[src/rtl/stack_drain_packer.sv]
// rtl/stack_drain_packer.sv - drains a LIFO stack and packs popped entries into wide words
module stack_drain_packer #(
    parameter int DATA_WIDTH = 3,
    parameter int PACK_COUNT = 5,
    parameter int CNT_W      = 3
) (
    input  logic                             clk,
    input  logic                             rst,
    input  logic                             stack_empty,
    input  logic                             stack_full,
    input  logic                             stack_threshold,
    input  logic                             stack_error,
    input  logic [DATA_WIDTH-1:0]            stack_data,
    input  logic                             flush,
    output logic                             pop,
    output logic [DATA_WIDTH*PACK_COUNT-1:0] out_data,
    output logic [CNT_W-1:0]                 out_count,
    output logic                             out_valid,
    input  logic                             out_ready,
    output logic                             err
);

    typedef enum logic [1:0] {
        IDLE  = 2'd0,
        DRAIN = 2'd1,
        OUT   = 2'd2
    } state_t;

    localparam logic [CNT_W-1:0] PACK_MAX = CNT_W'(PACK_COUNT);

    state_t           state;
    state_t           state_nxt;
    logic [CNT_W-1:0] issued;
    logic [CNT_W-1:0] captured;
    logic             in_flight;
    logic             flush_pend;
    logic             start_drain;
    logic             handshake;

    assign out_count = captured;
    assign handshake = out_valid & out_ready;

    // Next-state and strobe decode; pop is gated by empty so a drained stack is never popped.
    always_comb begin
        state_nxt   = state;
        pop         = 1'b0;
        out_valid   = 1'b0;
        start_drain = 1'b0;
        case (state)
            IDLE: begin
                if ((stack_threshold | stack_full | flush_pend | flush) & !stack_empty) begin
                    start_drain = 1'b1;
                    state_nxt   = DRAIN;
                end
            end
            DRAIN: begin
                pop = !stack_empty && (issued < PACK_MAX);
                if (!in_flight &&
                    ((captured == PACK_MAX) ||
                     (stack_empty && (issued == captured) && (captured != '0)))) begin
                    state_nxt = OUT;
                end
            end
            OUT: begin
                out_valid = 1'b1;
                if (out_ready) begin
                    state_nxt = IDLE;
                end
            end
            default: state_nxt = IDLE;
        endcase
    end

    // State register plus issue/capture counters; counters clear once the word is taken.
    always_ff @(posedge clk or negedge rst) begin
        if (!rst) begin
            state     <= IDLE;
            issued    <= '0;
            captured  <= '0;
            in_flight <= 1'b0;
        end else begin
            state     <= state_nxt;
            in_flight <= pop;
            if (handshake) begin
                issued   <= '0;
                captured <= '0;
            end else begin
                if (pop) begin
                    issued <= issued + 1'b1;
                end
                if (in_flight) begin
                    captured <= captured + 1'b1;
                end
            end
        end
    end

    // Entry returned for last cycle's pop lands in the next free slot; slot 0 is the stack top.
    always_ff @(posedge clk or negedge rst) begin
        if (!rst) begin
            out_data <= '0;
        end else if (handshake) begin
            out_data <= '0;
        end else if (in_flight) begin
            for (int i = 0; i < PACK_COUNT; i++) begin
                if (captured == CNT_W'(i)) begin
                    out_data[i*DATA_WIDTH +: DATA_WIDTH] <= stack_data;
                end
            end
        end
    end

    // Flush requests are remembered until a drain starts, including ones seen while busy.
    always_ff @(posedge clk or negedge rst) begin
        if (!rst) begin
            flush_pend <= 1'b0;
        end else if (start_drain) begin
            flush_pend <= 1'b0;
        end else if (flush) begin
            flush_pend <= 1'b1;
        end
    end

    // Sticky error: stack reports an error, or shows empty while a popped entry is returned.
    always_ff @(posedge clk or negedge rst) begin
        if (!rst) begin
            err <= 1'b0;
        end else if (stack_error || (in_flight && stack_empty)) begin
            err <= 1'b1;
        end
    end

endmodule

[config.mk]
export PLATFORM = sky130hd
export DESIGN_NAME = stack_drain_packer
export DESIGN_NICKNAME = d
export VERILOG_FILES = /design/src/rtl/stack_drain_packer.sv
export SDC_FILE = /design/constraint.sdc
export NUM_CORES = 1
export LEC_CHECK = 0
export CORE_MARGIN = 8
export CORE_UTILIZATION = 47
export CTS_BUF_LIST = sky130_fd_sc_hd__clkbuf_16
export CTS_CLUSTER_DIAMETER = 50
export DETAILED_ROUTE_END_ITERATION = 16
export HOLD_SLACK_MARGIN = 0.15
export PLACE_DENSITY = 0.78
export SLEW_MARGIN = 0
export SYNTH_ARGS = -nofsm -noshare
export SYNTH_HDL_FRONTEND = slang
export SYNTH_SLANG_ARGS = --single-unit
[constraint.sdc]
create_clock -name clk -period 1.76 [get_ports clk]
set_input_delay 0.528 -clock clk [delete_from_list [all_inputs] [get_ports clk]]
set_output_delay 0.528 -clock clk [all_outputs]
set_load 0.01 [all_outputs]
==> results of run 1 <==
==> flip-flops by register name, indices dropped and copies added (netlist names) <==
register	cells
state	2
flush_pend	1
issued	3
out_count	3
err	1
out_data	15
in_flight	1
==> per-stage QoR <==
| stage | utilization | setup slack [ns] |
|---|---|---|
| 6_report | 0.709 | 0.0462 |
| 3_3_place_gp | 0.673 | -0.514 |
| 3_5_place_dp | 0.673 | -0.533 |
| 5_1_grt | 0.709 | 0.00808 |
| 2_1_floorplan | - | 0.0797 |
| 4_1_cts | 0.705 | 0.0336 |
==> layer usage <==
layer  vias up  share of wire  track usage
met4         0          0.018       0.0627
met3         5          0.070       0.0319
met1       470           0.40        0.153
met5         -              0            0
li1        500              -            -
met2        28           0.51        0.251
==> power groups by stage <==
| stage | Sequential, uW | Combinational [uW] | Clock [uW] |
|---|---|---|---|
| final | 1020 | 1340 | 487 |
| after CTS | 1010 | 1330 | 499 |
| after global placement | 1000 | 1290 | 0 |
| after global routing | 1050 | 1470 | 526 |
| after floorplan | 1080 | 560 | 0 |
| after detailed placement | 1020 | 1320 | 0 |
==> final timing paths <==
check                                         startpoint                       end  slack (ns)  cells after the start
worst max register to register  out_count[1]$_DFFE_PN0P_      state[1]$_DFFE_PN0P_        0.18                      5
worst min-delay path              flush_pend$_DFFE_PN0P_    flush_pend$_DFFE_PN0P_        0.51                      1
worst min register to register    flush_pend$_DFFE_PN0P_    flush_pend$_DFFE_PN0P_        0.51                      1
min in group asynchronous                            rst   out_data[7]$_DFFE_PN0P_        0.64                      2
worst max-delay path            out_count[0]$_DFFE_PN0P_              out_count[0]        0.05                      1
max in group asynchronous                            rst  out_count[2]$_DFFE_PN0P_        0.85                      2
==> cell usage in the layout, fill, tap and decap left out, types with 2 or more instances in the layout <==
cell             instances
clkdlybuf4s50_1         26
dfrtp_1                 24
nand2_1                 18
a21oi_1                 15
nand3_1                 13
buf_4                   10
nor2_1                   7
ha_1                     6
mux2i_1                  5
inv_1                    4
nand2b_1                 3
xor2_1                   3
clkbuf_16                3
dlygate4sd2_1            3
nor2b_1                  2
xnor2_1                  2
dfrtp_2                  2
==> kinds of logic after synthesis <==
logic type                 synth area share
AOI/OAI and AO/OA                     0.112
xor gates and xnor gates             0.0360
muxes                                0.0412
DFF                                   0.535
buffers and inverters                0.0278
and+or+nand+nor                       0.186
adders and majority gates            0.0617
==> layout make-up <==
cell class / count / area, um2
fillers: 190 / 714
flip-flops and latches: 26 / 653
repair buffers: 43 / 408
clock buffers: 3 / 75.1
multi-input cells: 86 / 548
inverters: 5 / 18.8
well taps: 30 / 37.5
==> timing repair <==
action | 4_1_cts | 5_1_grt
gates resized for setup | 13 | 2
pin swaps | 1 | 1
setup buffers | 0 | 0
endpoints found under the setup margin | 6 | 2
==> impl_metrics.yaml, run 1 <==
run_status:
  status: "complete, no violations"
place:
  post_dp_cell_area_um2: 1650
  hpwl_um: 2090
  place_congestion: 0.773
  numPortBuffers: 31
  placed_cells: 190
worst_setup_path:
  cp_slowest_cell: "clkdlybuf4s50_1"
  slowest_delay_ns: 0.55
  end_kind: "output port"
  cp_data_required_time_ns: 1.23
  cp_top_family: "buffers and inverters"
  crit_chain: "clkdlybuf4s50_1"
  worstPathArrival_ns: 1.19
  critPathBufInv: 1
  crit_path_start_kind: "flip-flop"
  path_max_fanout: 3
  critPathKind: "flip-flop to output port"
logic_synthesis:
  synth-warning-count: 0
  yosysUniqueCellTypes: 25
  syn_nets: 138
  syn_area_um2: 1220
  synth_edf_count: 0
  synth.most_common_cell: "dfrtp_1"
  synth_common_cells: "dfrtp_1 (26), nand2_1 (18), a21oi_1 (15)"
  synth-seq-cells: 26
  synth_area_leaders: "dfrtp_1 (53%), a21oi_1 (6.2%), ha_1 (6.2%)"
  ys_seq_area_frac: 0.535
  yosys.area.top_type: "dfrtp_1"
  ys_async_sr_fraction: 1.00
  avgSynthCellArea_um2: 10.1
  synth_top_area_share: 0.535
  synthFlopType: "dfrtp_1"
  synth_cells: 121
final_layout:
  layout-drive-gt1-share: 0.141
  diodes: 0
  nNetsFinal: 182
  final_cells: 193
  fin_area_um2: 1740
  syn_to_final_growth_pct: 43.1
clock_tree:
  htree_levels: 1
  clk_pin_slew_ns: 0.06
  cts_tree: "built"
  clock_latency_ns: 0.26
  cts_sinks: 26
  holdBufCountCts: 0
  numCtsBuffers: 3
  max-clock-path-buffers: 2
  clock-root-buffer: "clkbuf_16"
pwr:
  power_leakage_uw: 0.000812
  power_density_nw_per_um2: 1630
  switching_share: 0.346
  p_sw_uw: 982
  p_seq_frac: 0.358
  p_int_uw: 1860
  p_clk_frac: 0.171
  max-vdd-ir-drop_mv: 1.14
  p_comb_frac: 0.470
  power_uw: 2840
detailed_routing:
  dr.pass1.iters: 4
  drc: 0
  drtAntennaViolNets: 0
  vias_per_cell: 5.20
  vias: 1003
  drt_iter0_drc: 38
  routed_wl_um: 2840
  detail_route.wl_per_cell_um: 14.7
die:
  die_x_um: 66.9
  core_area_um2: 2450
  dieArea_um2: 4470
  start_util: 0.495
  std_cell_rows: 18
  ioPinCount: 32
  chipHeight_um: 66.9
sta:
  worst_slew_pin_slew_ns: 0.398
  fmax_ghz: 0.584
  fin_setup_tns_ns: 0
  post-route-period-util: 0.974
  rsz0062_at_grt: "false"
  hold_viol_final: 0
  final.setup_skew_ns: 0.00100
  slew_headroom: 0.735
  setup_viol: 0
  holdWs_ns: 0.515
  period_needed_ns: 1.71
  slew_violations: 0
grt:
  grt_max_degree: 27
  overflow: 0
  antenna_found_initial: 0
  grt_use_total: 0.140
  first_global_vias: 1073
  grt_pass1_wl_um: 4840
hold_path:
  hp-class: "flip-flop to flip-flop"
job:
  drv_cap: 0
(Power assumes the default switching activity.)
==> inputs of run 2 (changes only) <==
Settings changed: GPL_TIMING_DRIVEN set to 0.
==> impl_metrics.yaml, run 2 (synthesis results as in run 1) <==
place:
  numPortBuffers: 31
  pre_cts_slack_ns: -0.841
  post_dp_cell_area_um2: 1560
  hpwl_um: 2090
  place_congestion: 0.757
hold_path:
  hold_start: "err$_DFFE_PN0P_"
  hp-class: "flip-flop to flip-flop"
  hold_depth: 1
  holdPathEnd: "err$_DFFE_PN0P_"
worst_setup_path:
  cp_data_required_time_ns: 1.23
  slowest_delay_ns: 0.40
  critPathBufInv: 1
  r2r_cells: 5
  path_max_fanout: 4
  ff2ff_setup_slack_ns: 0.13
  end_kind: "output port"
  crit_path_start_kind: "flip-flop"
  critPathKind: "flip-flop to output port"
  r2r-end: "state[1]$_DFFE_PN0P_"
  cp_top_family: "flip-flops"
  worstPathArrival_ns: 1.19
  r2r_start: "out_count[1]$_DFFE_PN0P_"
  cp.depth: 3
  crit_chain: "nand2b_4 -> nor3_4 -> buf_2"
  cp_slowest_cell: "dfrtp_1"
  cp-startpoint: "state[1]$_DFFE_PN0P_"
detailed_routing:
  drtAntennaViolNets: 0
  routed_wl_um: 3010
  drc: 0
  vias_per_cell: 5.39
  dr.pass1.iters: 4
  vias: 1041
  detail_route.wl_per_cell_um: 15.6
  drt_iter0_drc: 40
sta:
  holdWs_ns: 0.459
  worst_slew_pin_slew_ns: 1.14
  slew_violations: 0
  fmax_ghz: 0.582
  period_needed_ns: 1.72
  post-route-period-util: 0.976
  setup_viol: 0
  fin_ws_ns: 0.0419
  final.setup_skew_ns: 0.00369
  slew_headroom: 0.239
  hold_viol_final: 0
  rsz0062_at_grt: "false"
pwr:
  max-vdd-ir-drop_mv: 1.12
  power_density_nw_per_um2: 1670
  power_uw: 2880
  power_leakage_uw: 0.000802
die:
  die_x_um: 66.9
  chipHeight_um: 66.9
  core_area_um2: 2450
  std_cell_rows: 18
  start_util: 0.495
  dieArea_um2: 4470
  ioPinCount: 32
clock_tree:
  numCtsBuffers: 3
  clock-root-buffer: "clkbuf_16"
  clk_pin_slew_ns: 0.06
  cts_sinks: 26
  htree_levels: 1
  clock_latency_ns: 0.26
  cts_tree: "built"
  max-clock-path-buffers: 2
  holdBufCountCts: 0
grt:
  grt_use_total: 0.138
  grt_max_degree: 27
  grt_pass1_wl_um: 4770
  first_global_vias: 1063
  overflow: 0
  antenna_found_initial: 0
final_layout:
  layout-drive-gt1-share: 0.135
  utilization: 0.701
  largest_reg_flops: 15
  nNetsFinal: 181
  mostFrequentLayoutCell: "clkdlybuf4s50_1"
  syn_to_final_growth_pct: 41.5
  fin_area_um2: 1720
  final_cell_mix: "clkdlybuf4s50_1 (24), dfrtp_1 (22), nand2_1 (18)"
  diodes: 0
  largest-register: "out_data"
job:
  drv_cap: 0
run_status:
  status: "complete, no violations"
==> run 2: layout make-up <==
type | count | area [um2]
plain buffers | 4 | 15.0
clock buffers | 3 | 75.1
clock inverters | 1 | 3.75
fillers | 191 | 734
inverters | 5 | 18.8
multi-input cells | 86 | 564
flip-flops and latches | 26 | 656
well taps | 30 | 37.5
repair buffers | 38 | 350
==> run 2: worst max path at each step <==
stage	end	slack [ns]
2_1_floorplan	state[1]$_DFFE_PN0P_	0.08
3_3_place_gp	pop	-0.83
3_5_place_dp	pop	-0.84
4_1_cts	pop	-0.04
5_1_grt	pop	0.0006
6_report	pop	0.04
==> run 2: power by group <==
part | internal, uW | leakage (uW) | total (uW) | switching, uW
combinational | 694 | 0.000431 | 1360 | 667
clock | 304 | 0.0000385 | 500 | 196
sequential | 840 | 0.000333 | 1020 | 177
==> run 2: what timing repair did <==
action	4_1_cts	5_1_grt
pin swaps	1	2
gates resized for setup	16	7
buffers inserted	1	6
setup endpoints to repair	7	29
==> run 2: worst register-to-register path, stage by stage (launching register included) <==
cell	delay [ns]
dfrtp_2	0.41
inv_1	0.08
ha_2	0.22
a2111o_1	0.42
o31ai_4	0.23
a21boi_1	0.19
==> run 2: routing by layer <==
metal | wire length (um) | track usage | vias to the layer above | part of all wire
met2 | 1530 | 0.245 | 38 | 0.51
li1 | - | - | 497 | -
met4 | 53 | 0.0470 | 0 | 0.018
met3 | 201 | 0.0419 | 8 | 0.067
met1 | 1230 | 0.152 | 498 | 0.41
met5 | 0 | 0 | - | 0
==> run 2: through the flow <==
stage               TNS, ns  cells
finish                    0    193
CTS                 -0.0363    187
global route              0    193
floorplan                 0    121
global placement      -5.38    182
detailed placement    -6.58    182
